[config.mk]
export PLATFORM = sky130hd
export DESIGN_NAME = uart_rx_core
export DESIGN_NICKNAME = d
export VERILOG_FILES = /design/src/rtl/uart_pkg.sv /design/src/rtl/uart_tick_gen.sv /design/src/rtl/uart_rx_core.sv
export SDC_FILE = /design/constraint.sdc
export NUM_CORES = 1
export LEC_CHECK = 0
export BUFFER_PORTS_ARGS = -buffer_cell sky130_fd_sc_hd__buf_2
export CORE_MARGIN = 2
export CORE_UTILIZATION = 50
export CTS_CLUSTER_DIAMETER = 30
export DETAILED_ROUTE_END_ITERATION = 10
export PLACE_DENSITY = 0.68
export SYNTH_ARGS = -nofsm -noshare
export SYNTH_HDL_FRONTEND = slang
export SYNTH_SLANG_ARGS = --single-unit
[constraint.sdc]
create_clock -name clk -period 6.5 [get_ports clk]
set_clock_uncertainty 0.2 [all_clocks]
set_input_delay 0.65 -clock clk [delete_from_list [all_inputs] [get_ports clk]]
set_output_delay 0.65 -clock clk [all_outputs]
set_load 0.01 [all_outputs]
[src/rtl/uart_pkg.sv]
// Shared UART definitions: FSM state encoding, standard rates and tick divisor helper.
package uart_pkg;

  localparam int unsigned DEFAULT_CLK_FREQ = 100000000;

  localparam int unsigned BAUD_9600   = 9600;
  localparam int unsigned BAUD_19200  = 19200;
  localparam int unsigned BAUD_57600  = 57600;
  localparam int unsigned BAUD_115200 = 115200;

  typedef enum logic [2:0] {
    StIdle,
    StStart,
    StData,
    StStop,
    StWaitHigh
  } uart_state_e;

  function automatic int unsigned clks_per_tick(input int unsigned clk_freq,
                                                input int unsigned baud,
                                                input int unsigned oversample);
    return clk_freq / (baud * oversample);
  endfunction

endpackage

[src/rtl/uart_tick_gen.sv]
// Oversampling tick enable: one-cycle pulse every CLKS_PER_TICK clocks, restartable via clr.
module uart_tick_gen #(
  parameter int unsigned CLKS_PER_TICK = 10
) (
  input  logic clk,
  input  logic rst,
  input  logic clr,
  output logic tick
);

  localparam int unsigned CW = (CLKS_PER_TICK > 1) ? $clog2(CLKS_PER_TICK) : 1;
  localparam logic [CW-1:0] Term = CW'(CLKS_PER_TICK - 1);

  logic [CW-1:0] cnt_q;

  assign tick = (cnt_q == Term) && !clr;

  always_ff @(posedge clk or posedge rst) begin
    if (rst) begin
      cnt_q <= '0;
    end else if (clr || (cnt_q == Term)) begin
      cnt_q <= '0;
    end else begin
      cnt_q <= cnt_q + CW'(1);
    end
  end

endmodule

[src/rtl/uart_rx_core.sv]
// Oversampled 8N1 UART receiver with valid/ready output, framing-error and overrun flags.
module uart_rx_core
  import uart_pkg::*;
#(
  parameter int unsigned CLK_FREQ   = DEFAULT_CLK_FREQ,
  parameter int unsigned BAUD       = BAUD_9600,
  parameter int unsigned OVERSAMPLE = 8,
  parameter int unsigned DATA_SIZE  = 8
) (
  input  logic                 clk,
  input  logic                 rst,
  input  logic                 rx_data,
  input  logic                 rx_ready,
  output logic                 rx_valid,
  output logic [DATA_SIZE-1:0] rx_output,
  output logic                 frame_err,
  output logic                 overrun,
  output logic                 rx_status
);

  localparam int unsigned ClksPerTick = clks_per_tick(CLK_FREQ, BAUD, OVERSAMPLE);
  localparam int unsigned SW = $clog2(OVERSAMPLE);
  localparam int unsigned BW = (DATA_SIZE > 1) ? $clog2(DATA_SIZE) : 1;
  localparam logic [SW-1:0] SampleMid = SW'(OVERSAMPLE / 2 - 1);
  localparam logic [SW-1:0] SampleEnd = SW'(OVERSAMPLE - 1);
  localparam logic [BW-1:0] BitLast   = BW'(DATA_SIZE - 1);

  uart_state_e          state_q, state_d;
  logic [1:0]           sync_q;
  logic                 rxs;
  logic                 tick, tick_clr;
  logic [SW-1:0]        sample_q, sample_d;
  logic [BW-1:0]        bit_q, bit_d;
  logic [DATA_SIZE-1:0] shift_q, shift_d;
  logic                 deliver_q, deliver_d;
  logic                 stop_bit_q, stop_bit_d;
  logic                 valid_q, valid_d;
  logic [DATA_SIZE-1:0] out_q, out_d;
  logic                 ferr_q, ferr_d;
  logic                 ovr_q, ovr_d;
  logic                 accept;

  assign rxs = sync_q[1];

  uart_tick_gen #(
    .CLKS_PER_TICK(ClksPerTick)
  ) u_tick_gen (
    .clk (clk),
    .rst (rst),
    .clr (tick_clr),
    .tick(tick)
  );

  always_comb begin
    state_d    = state_q;
    sample_d   = sample_q;
    bit_d      = bit_q;
    shift_d    = shift_q;
    stop_bit_d = stop_bit_q;
    deliver_d  = 1'b0;
    tick_clr   = 1'b0;
    case (state_q)
      StIdle: begin
        if (!rxs) begin
          state_d  = StStart;
          tick_clr = 1'b1;
          sample_d = '0;
          bit_d    = '0;
        end
      end
      StStart: begin
        if (tick) begin
          if (sample_q == SampleMid) begin
            // Restart sample counting from mid-bit so later samples land mid-bit too.
            sample_d = '0;
            state_d  = rxs ? StIdle : StData;
          end else begin
            sample_d = sample_q + SW'(1);
          end
        end
      end
      StData: begin
        if (tick) begin
          if (sample_q == SampleEnd) begin
            shift_d  = {rxs, shift_q[DATA_SIZE-1:1]};
            sample_d = '0;
            bit_d    = bit_q + BW'(1);
            if (bit_q == BitLast) state_d = StStop;
          end else begin
            sample_d = sample_q + SW'(1);
          end
        end
      end
      StStop: begin
        if (tick) begin
          if (sample_q == SampleEnd) begin
            deliver_d  = 1'b1;
            stop_bit_d = rxs;
            // A low stop bit may be a break; wait for the line to recover first.
            state_d    = rxs ? StIdle : StWaitHigh;
          end else begin
            sample_d = sample_q + SW'(1);
          end
        end
      end
      StWaitHigh: begin
        if (rxs) state_d = StIdle;
      end
      default: state_d = StIdle;
    endcase
  end

  assign accept = valid_q && rx_ready;

  always_comb begin
    valid_d = valid_q;
    out_d   = out_q;
    ferr_d  = ferr_q;
    ovr_d   = ovr_q;
    if (accept) begin
      valid_d = 1'b0;
      ovr_d   = 1'b0;
    end
    if (deliver_q) begin
      if (!valid_q || accept) begin
        valid_d = 1'b1;
        out_d   = shift_q;
        ferr_d  = ~stop_bit_q;
      end else begin
        ovr_d = 1'b1;
      end
    end
  end

  always_ff @(posedge clk or posedge rst) begin
    if (rst) begin
      state_q    <= StIdle;
      sync_q     <= 2'b11;
      sample_q   <= '0;
      bit_q      <= '0;
      shift_q    <= '0;
      deliver_q  <= 1'b0;
      stop_bit_q <= 1'b1;
      valid_q    <= 1'b0;
      out_q      <= '0;
      ferr_q     <= 1'b0;
      ovr_q      <= 1'b0;
    end else begin
      state_q    <= state_d;
      sync_q     <= {sync_q[0], rx_data};
      sample_q   <= sample_d;
      bit_q      <= bit_d;
      shift_q    <= shift_d;
      deliver_q  <= deliver_d;
      stop_bit_q <= stop_bit_d;
      valid_q    <= valid_d;
      out_q      <= out_d;
      ferr_q     <= ferr_d;
      ovr_q      <= ovr_d;
    end
  end

  assign rx_valid  = valid_q;
  assign rx_output = out_q;
  assign frame_err = ferr_q;
  assign overrun   = ovr_q;
  assign rx_status = (state_q != StIdle) && (state_q != StWaitHigh);

endmodule

==> results of run 1 <==
-- cell type report --
| cell class | count | share of cell area [%] |
|---|---|---|
| inverters | 7 | 1.14 |
| clock inverters | 3 | 2.07 |
| well taps | 50 | 2.72 |
| repair buffers | 16 | 3.59 |
| clock buffers | 5 | 2.99 |
| flip-flops and latches | 43 | 47.0 |
| multi-input cells | 120 | 40.5 |
-- Yosys cell counts, drive strengths merged, types with 2 or more instances --
cell type / n
or3: 2
dfrtp: 40
dfstp: 3
mux2: 19
and3: 3
xor2: 8
nand2b: 4
or2: 3
or3b: 3
ha: 9
and4: 2
a21oi: 7
nand3: 8
mux2i: 2
nand4: 9
o21ai: 7
nor2: 12
nand2: 5
a31oi: 3
inv: 7
clkbuf: 5
-- worst min path at each step --
stage	startpoint	endpoint	slack (ps)	cells after the start
floorplan	sync_q[0]$_DFF_PP1_	sync_q[1]$_DFF_PP1_	150	0
global route	sync_q[0]$_DFF_PP1_	sync_q[1]$_DFF_PP1_	170	0
finish	sync_q[0]$_DFF_PP1_	sync_q[1]$_DFF_PP1_	160	0
detailed placement	sync_q[0]$_DFF_PP1_	sync_q[1]$_DFF_PP1_	150	0
CTS	sync_q[0]$_DFF_PP1_	sync_q[1]$_DFF_PP1_	160	0
global placement	sync_q[0]$_DFF_PP1_	sync_q[1]$_DFF_PP1_	150	0
-- routing by layer --
metal | vias to the layer above | part of all wire, % | track usage (%)
met5 | - | 0 | 0
met4 | 0 | 1.3 | 7.25
met3 | 7 | 4.6 | 5.59
met2 | 30 | 52 | 31.7
met1 | 694 | 42 | 22.2
li1 | 663 | - | -
-- through the flow --
stage | hold slack (ps) | instances
after floorplan | 145 | 175
after detailed placement | 147 | 236
after global placement | 146 | 236
after global routing | 169 | 244
after CTS | 160 | 244
final | 158 | 244
-- cells by family (layout without fill, tap and decap cells) --
logic type | Yosys count | in the layout | synth area share [%]
AO/OA/AOI/OAI | 24 | 24 | 7.18
XOR/XNOR | 9 | 9 | 3.83
adder cells (fa/ha/maj) | 9 | 9 | 5.47
buffers and inverters | 12 | 31 | 2.19
flip-flops | 43 | 43 | 52.5
multiplexers | 21 | 21 | 11.6
AND/OR/NAND/NOR | 57 | 57 | 17.3
-- state kept, by name (all words and copies together) (netlist names) --
register,flops
frame_err,1
sample_q,3
sync_q,2
shift_q,8
rx_output,8
deliver_q,1
stop_bit_q,1
bit_q,3
state_q,3
rx_valid,1
u_tick_gen.cnt_q,11
overrun,1
-- cells in the final DEF, fill, tap and decap left out, types with 2 or more instances in the layout --
cell,instances
dfrtp_1,40
mux2_2,18
buf_2,15
nor2_1,12
ha_1,9
nand4_1,8
nand3_1,8
xor2_1,8
o21ai_0,7
inv_1,7
a21oi_1,7
clkbuf_8,5
nand2b_1,4
nand2_1,4
or2_2,3
a31oi_1,3
or3b_2,3
and3_1,3
dfstp_2,3
and4_1,2
or3_1,2
mux2i_1,2
-- power by group --
| group | internal, mW | switching (mW) | leakage [nW] |
|---|---|---|---|
| Sequential | 0.268 | 0.000680 | 0.570 |
| Clock | 0.116 | 0.0978 | 0.0587 |
| Combinational | 0.00164 | 0.00571 | 0.525 |
==> summary.md, run 1 <==
| Metric | Value |
|---|---|
| Synth top area share | 48.7% |
| Peak supply drop | 0.181 mV |
| Final hold violation count | 0 |
| Unique cell type count in the Yosys netlist | 38 |
| Setup WS pre-CTS | 4100 ps |
| FF+latch count, synth | 43 |
| Port Buffers | 15 |
| Total grt overflow | 0 |
| Initial antenna violation count | 0 |
| Full die area | 4640 um2 |
| Total track usage | between 10% and 20% |
| Final setup TNS | 0 ps |
| Outcome | complete, no violations |
| Vias in the first global route | 1484 |
| Cell taking the most area after synthesis | dfrtp_1 |
| Pwr Total | 491 uW |
| Die W | 68.1 um |
| Post-synth ARST share | 100% |
| GPL Wtd Cong | 0.779 |
| Largest net degree at the start of global routing | 44 |
| Crit path time final | 2440 ps |
| Slowest-stage cell, CP | o21ai_0 |
| Final instance area | 2300 um2 |
| CP Launch Type | register |
| Crit-path max FO | 17 |
| Pwr Density | 213 nW/um2 |
| CP top delay family | compound AO/OA/AOI/OAI gates |
| P&R area growth vs syn | 11.8% |
| RSZ-0062 raised after global routing | false |
| Setup crit end | u_tick_gen.cnt_q[9]$_DFF_PP0_ |
| Register Area | approximately 1100 um2 |
| Critical-path cell list | or3_1 -> o21ai_0 -> nor2_1 |
| Final worst-path cycle share | 37.6% |
| Setup CP Type | register to register |
| Worst-Margin Slew | 1220 ps |
| Worst reg2reg endpoint | u_tick_gen.cnt_q[9]$_DFF_PP0_ |
| CTS clock-pin slew for the worst setup and hold paths | 90 ps |
| Worst-skew pair later-pin latency | roughly 300 ps |
| Core area | just under 4000 um2 |
| Die Ht | 68.1 um |
| CTS buffer count | 5 |
| H-tree levels | 2 |
| Via count | ~1400 |
| First-pass DRT Iterations | 4 |
| Root buffer cell | clkbuf_8 |
| Initial Utilization | roughly half |
| Critical Path RT | 6440 ps |
| Worst R2R Path Depth | 3 |
| Max Root-Sink Buffers | 2 |
| CTS tree | built |
| Max_slew headroom | about 18% |
| Syn_nets | 188 |
| Fillcell total | between 300 and 400 |
| # DRC | 0 |
| Dominant cells by area after synthesis | dfrtp_1 49%, mux2_2 9.9%, ha_1 5.5% |
| EDFF count, synth | 0 |
| Rows | 23 |
| Synthesized area | 2060 um2 |
| Vias per Instance | 5.71 |
| Routed Antenna Nets | 0 |
| Post-synthesis cell count | 175 |
| # resized after CTS | 0 |
| Initial drt markers | 87 |
| Clock sink total | 43 |
| Hold Crit Class | register to register |
| Nets | 206 |
| Worst reg2reg startpoint | state_q[0]$_DFFE_PP0P_ |
| Post-CTS setup buffer count | 0 |
| # setup viols final | 0 |
| CP max stage delay | 950 ps |
| Leak | 1.15 nW |
| Crit path DAT | roughly 2400 ps |
| Final worst setup slack | ~4100 ps |
| Layout cell share with drive strength beyond 1 | 28.9% |
| CP startpoint | state_q[0]$_DFFE_PP0P_ |
| Setup crit end kind | register |
| Post-synthesis average cell area | 11.8 um2 |
| Routed len/inst | 14.8 um |
| Util after Layout | 57.9% |
| CTS Hold Bufs | 0 |
| WP buf/inv | 0 |
| First-pass GRT wire length | 6440 um |
| IO Count | 16 |
| ANT cells | 0 |
| MaxCap Viol Count | 0 |
| Sequential area share after synthesis | approximately 52% |
| Post-synth top flop | dfrtp_1 |
| DP HPWL | 2550 um |
| Final WL | 3610 um |
| Yosys warnings | 0 |
| DP Area | 2180 um2 |
| F_max | 0.409 GHz |
| R2r setup slk | 4060 ps |
| Crit path depth | 3 |
| Area of the multi-input gates | between 900 and 1000 um2 |
| Max-slew violations | 0 |
Note: power is estimated with default switching activity, not from simulation.
==> run 2, diff against run 1 <==
PLACE_DENSITY = 0.71   (was 0.68)
clock period = 2 ns   (was 6.5 ns; I/O delays follow)
==> summary.md, run 2 (synthesized netlist as in run 1, its figures left out) <==
| Metric | Value |
|---|---|
| Final hold violation count | 0 |
| CTS tree | built |
| Max-slew violations | 0 |
| Port Buffers | 15 |
| Setup CP Type | register to register |
| Crit path time final | approximately 2100 ps |
| Setup WS pre-CTS | -123 ps |
| Nets | between 200 and 250 |
| Max Root-Sink Buffers | 2 |
| Clock sink total | 43 |
| Util after Layout | 66.8% |
| Final worst setup slack | -125 ps |
| First-pass GRT wire length | 7420 um |
| RSZ-0062 raised after global routing | true |
| Via count | roughly 1600 |
| Total track usage | ~22% |
| F_max | approximately 0.47 GHz |
| Largest net degree at the start of global routing | 44 |
| DP Area | about 2300 um2 |
| Routed Antenna Nets | 0 |
| Vias in the first global route | approximately 1600 |
| Worst R2R Path Depth | 7 |
| Final worst-path cycle share | 106% |
| Worst-skew pair later-pin latency | 300 ps |
| Failing checks | negative setup slack |
| WHS Path Cells | 0 |
| Setup crit end kind | register |
| Number of flip-flops in the largest register | 11 |
| DP HPWL | 2980 um |
| Top Usage Layer GRT | met2 |
| Max_slew headroom | 65.0% |
| # DRC | 0 |
| Die Ht | 68.1 um |
| GPL Wtd Cong | 0.896 |
| IO Count | 16 |
| Critical Path RT | 1980 ps |
| Pwr Density | roughly 600 nW/um2 |
| Met1 usage | 25.3% |
| Die W | 68.1 um |
| Initial drt markers | 150 |
| H-tree levels | 2 |
| Hold Crit Class | register to register |
| Total grt overflow | 0 |
| Layout cell share with drive strength beyond 1 | 42.0% |
| Rows | 23 |
| # setup viols final | 15 |
| Crit-path max FO | 4 |
| Full die area | 4640 um2 |
| Outcome | finished with violations |
| Commonest non-fill, non-tap cell in the layout | dfrtp_1 |
| Initial Utilization | 51.8% |
| M2 GR Usage | a little under two fifths |
| ANT cells | 0 |
| CP Launch Type | register |
| CTS clock-pin slew for the worst setup and hold paths | roughly 80 ps |
| Crit path DAT | around 2100 ps |
| CTS buffer count | 5 |
| Root buffer cell | clkbuf_8 |
| P&R area growth vs syn | 28.9% |
| Initial antenna violation count | 0 |
| Top reg by flops | u_tick_gen.cnt_q |
| Met3 Track Usage GR | 6.09% |
| Leak | ~1.3 nW |
| Core area | 3970 um2 |
| Final WL | 4790 um |
| Peak supply drop | 0.413 mV |
| MaxCap Viol Count | 0 |
| Most frequent cells in the layout | 40 x dfrtp_1, 28 x buf_4, 17 x mux2_2 |
| Final instance area | 2650 um2 |
| Worst-Margin Slew | ~530 ps |
| Vias per Instance | 5.73 |
| Routed len/inst | 17.5 um |
| First-pass DRT Iterations | 4 |
==> run 2: final cells by class <==
cell class              count  area [um2]
multi-input cells         120        1050
inverters                   7        26.3
clock buffers               6        82.6
flip-flops and latches     43        1080
clock inverters             2        35.0
repair buffers             46         315
well taps                  50        62.6
fillers                   292        1320
==> run 2: per-stage QoR <==
stage,power (mW),cells,hold slack [ps],setup TNS [ps]
CTS,1.62,270,165,-536
finish,1.60,274,162,-1010
floorplan,0.907,175,4.48,-53.3
global placement,0.918,254,105,-460
detailed placement,0.920,254,108,-1210
global route,1.66,274,165,-2200
==> run 2: where the power goes <==
part,switching [mW],internal [mW],leakage [nW]
Combinational,0.0223,0.0105,0.663
Sequential,0.00110,0.872,0.570
Clock,0.289,0.404,0.0612
Total,0.312,1.29,1.29
==> run 2: critical path, stage by stage, from the launching register on <==
cell and delay [ps]:
dfrtp_1 380, inv_1 60, ha_1 140, nor4b_4 180
buf_4 160, nand4_1 140, a221o_1 410, mux2_4 320
==> run 2: path summary, 6_finish.rpt <==
kind | start | endpoint | slack, ps
max in group asynchronous | rst | stop_bit_q$_DFFE_PP1P_ | 860
hold reg to reg | sync_q[0]$_DFF_PP1_ | sync_q[1]$_DFF_PP1_ | 160
min in group asynchronous | rst | rx_output[6]$_DFFE_PP0P_ | 370
setup / recovery | u_tick_gen.cnt_q[1]$_DFF_PP0_ | sample_q[0]$_DFFE_PP0P_ | -130
hold / removal | sync_q[0]$_DFF_PP1_ | sync_q[1]$_DFF_PP1_ | 160
setup reg to reg | u_tick_gen.cnt_q[1]$_DFF_PP0_ | sample_q[0]$_DFFE_PP0P_ | -130
==> run 2: repair_timing <==
item | 4_1_cts | 5_1_grt
setup endpoints to repair | 15 | 15
hold buffers | 3 | 0
gates resized for setup | 6 | 15
cloned | 0 | 0
setup buffers | 5 | 4
endpoints found under the hold margin | 42 | 0
pin swaps | 3 | 9
==> run 2: metal layers <==
metal | share of wire (%) | up-vias
met5 | 0 | -
met4 | 2.6 | 0
met3 | 3.9 | 14
met2 | 55 | 49
met1 | 39 | 777
li1 | - | 730
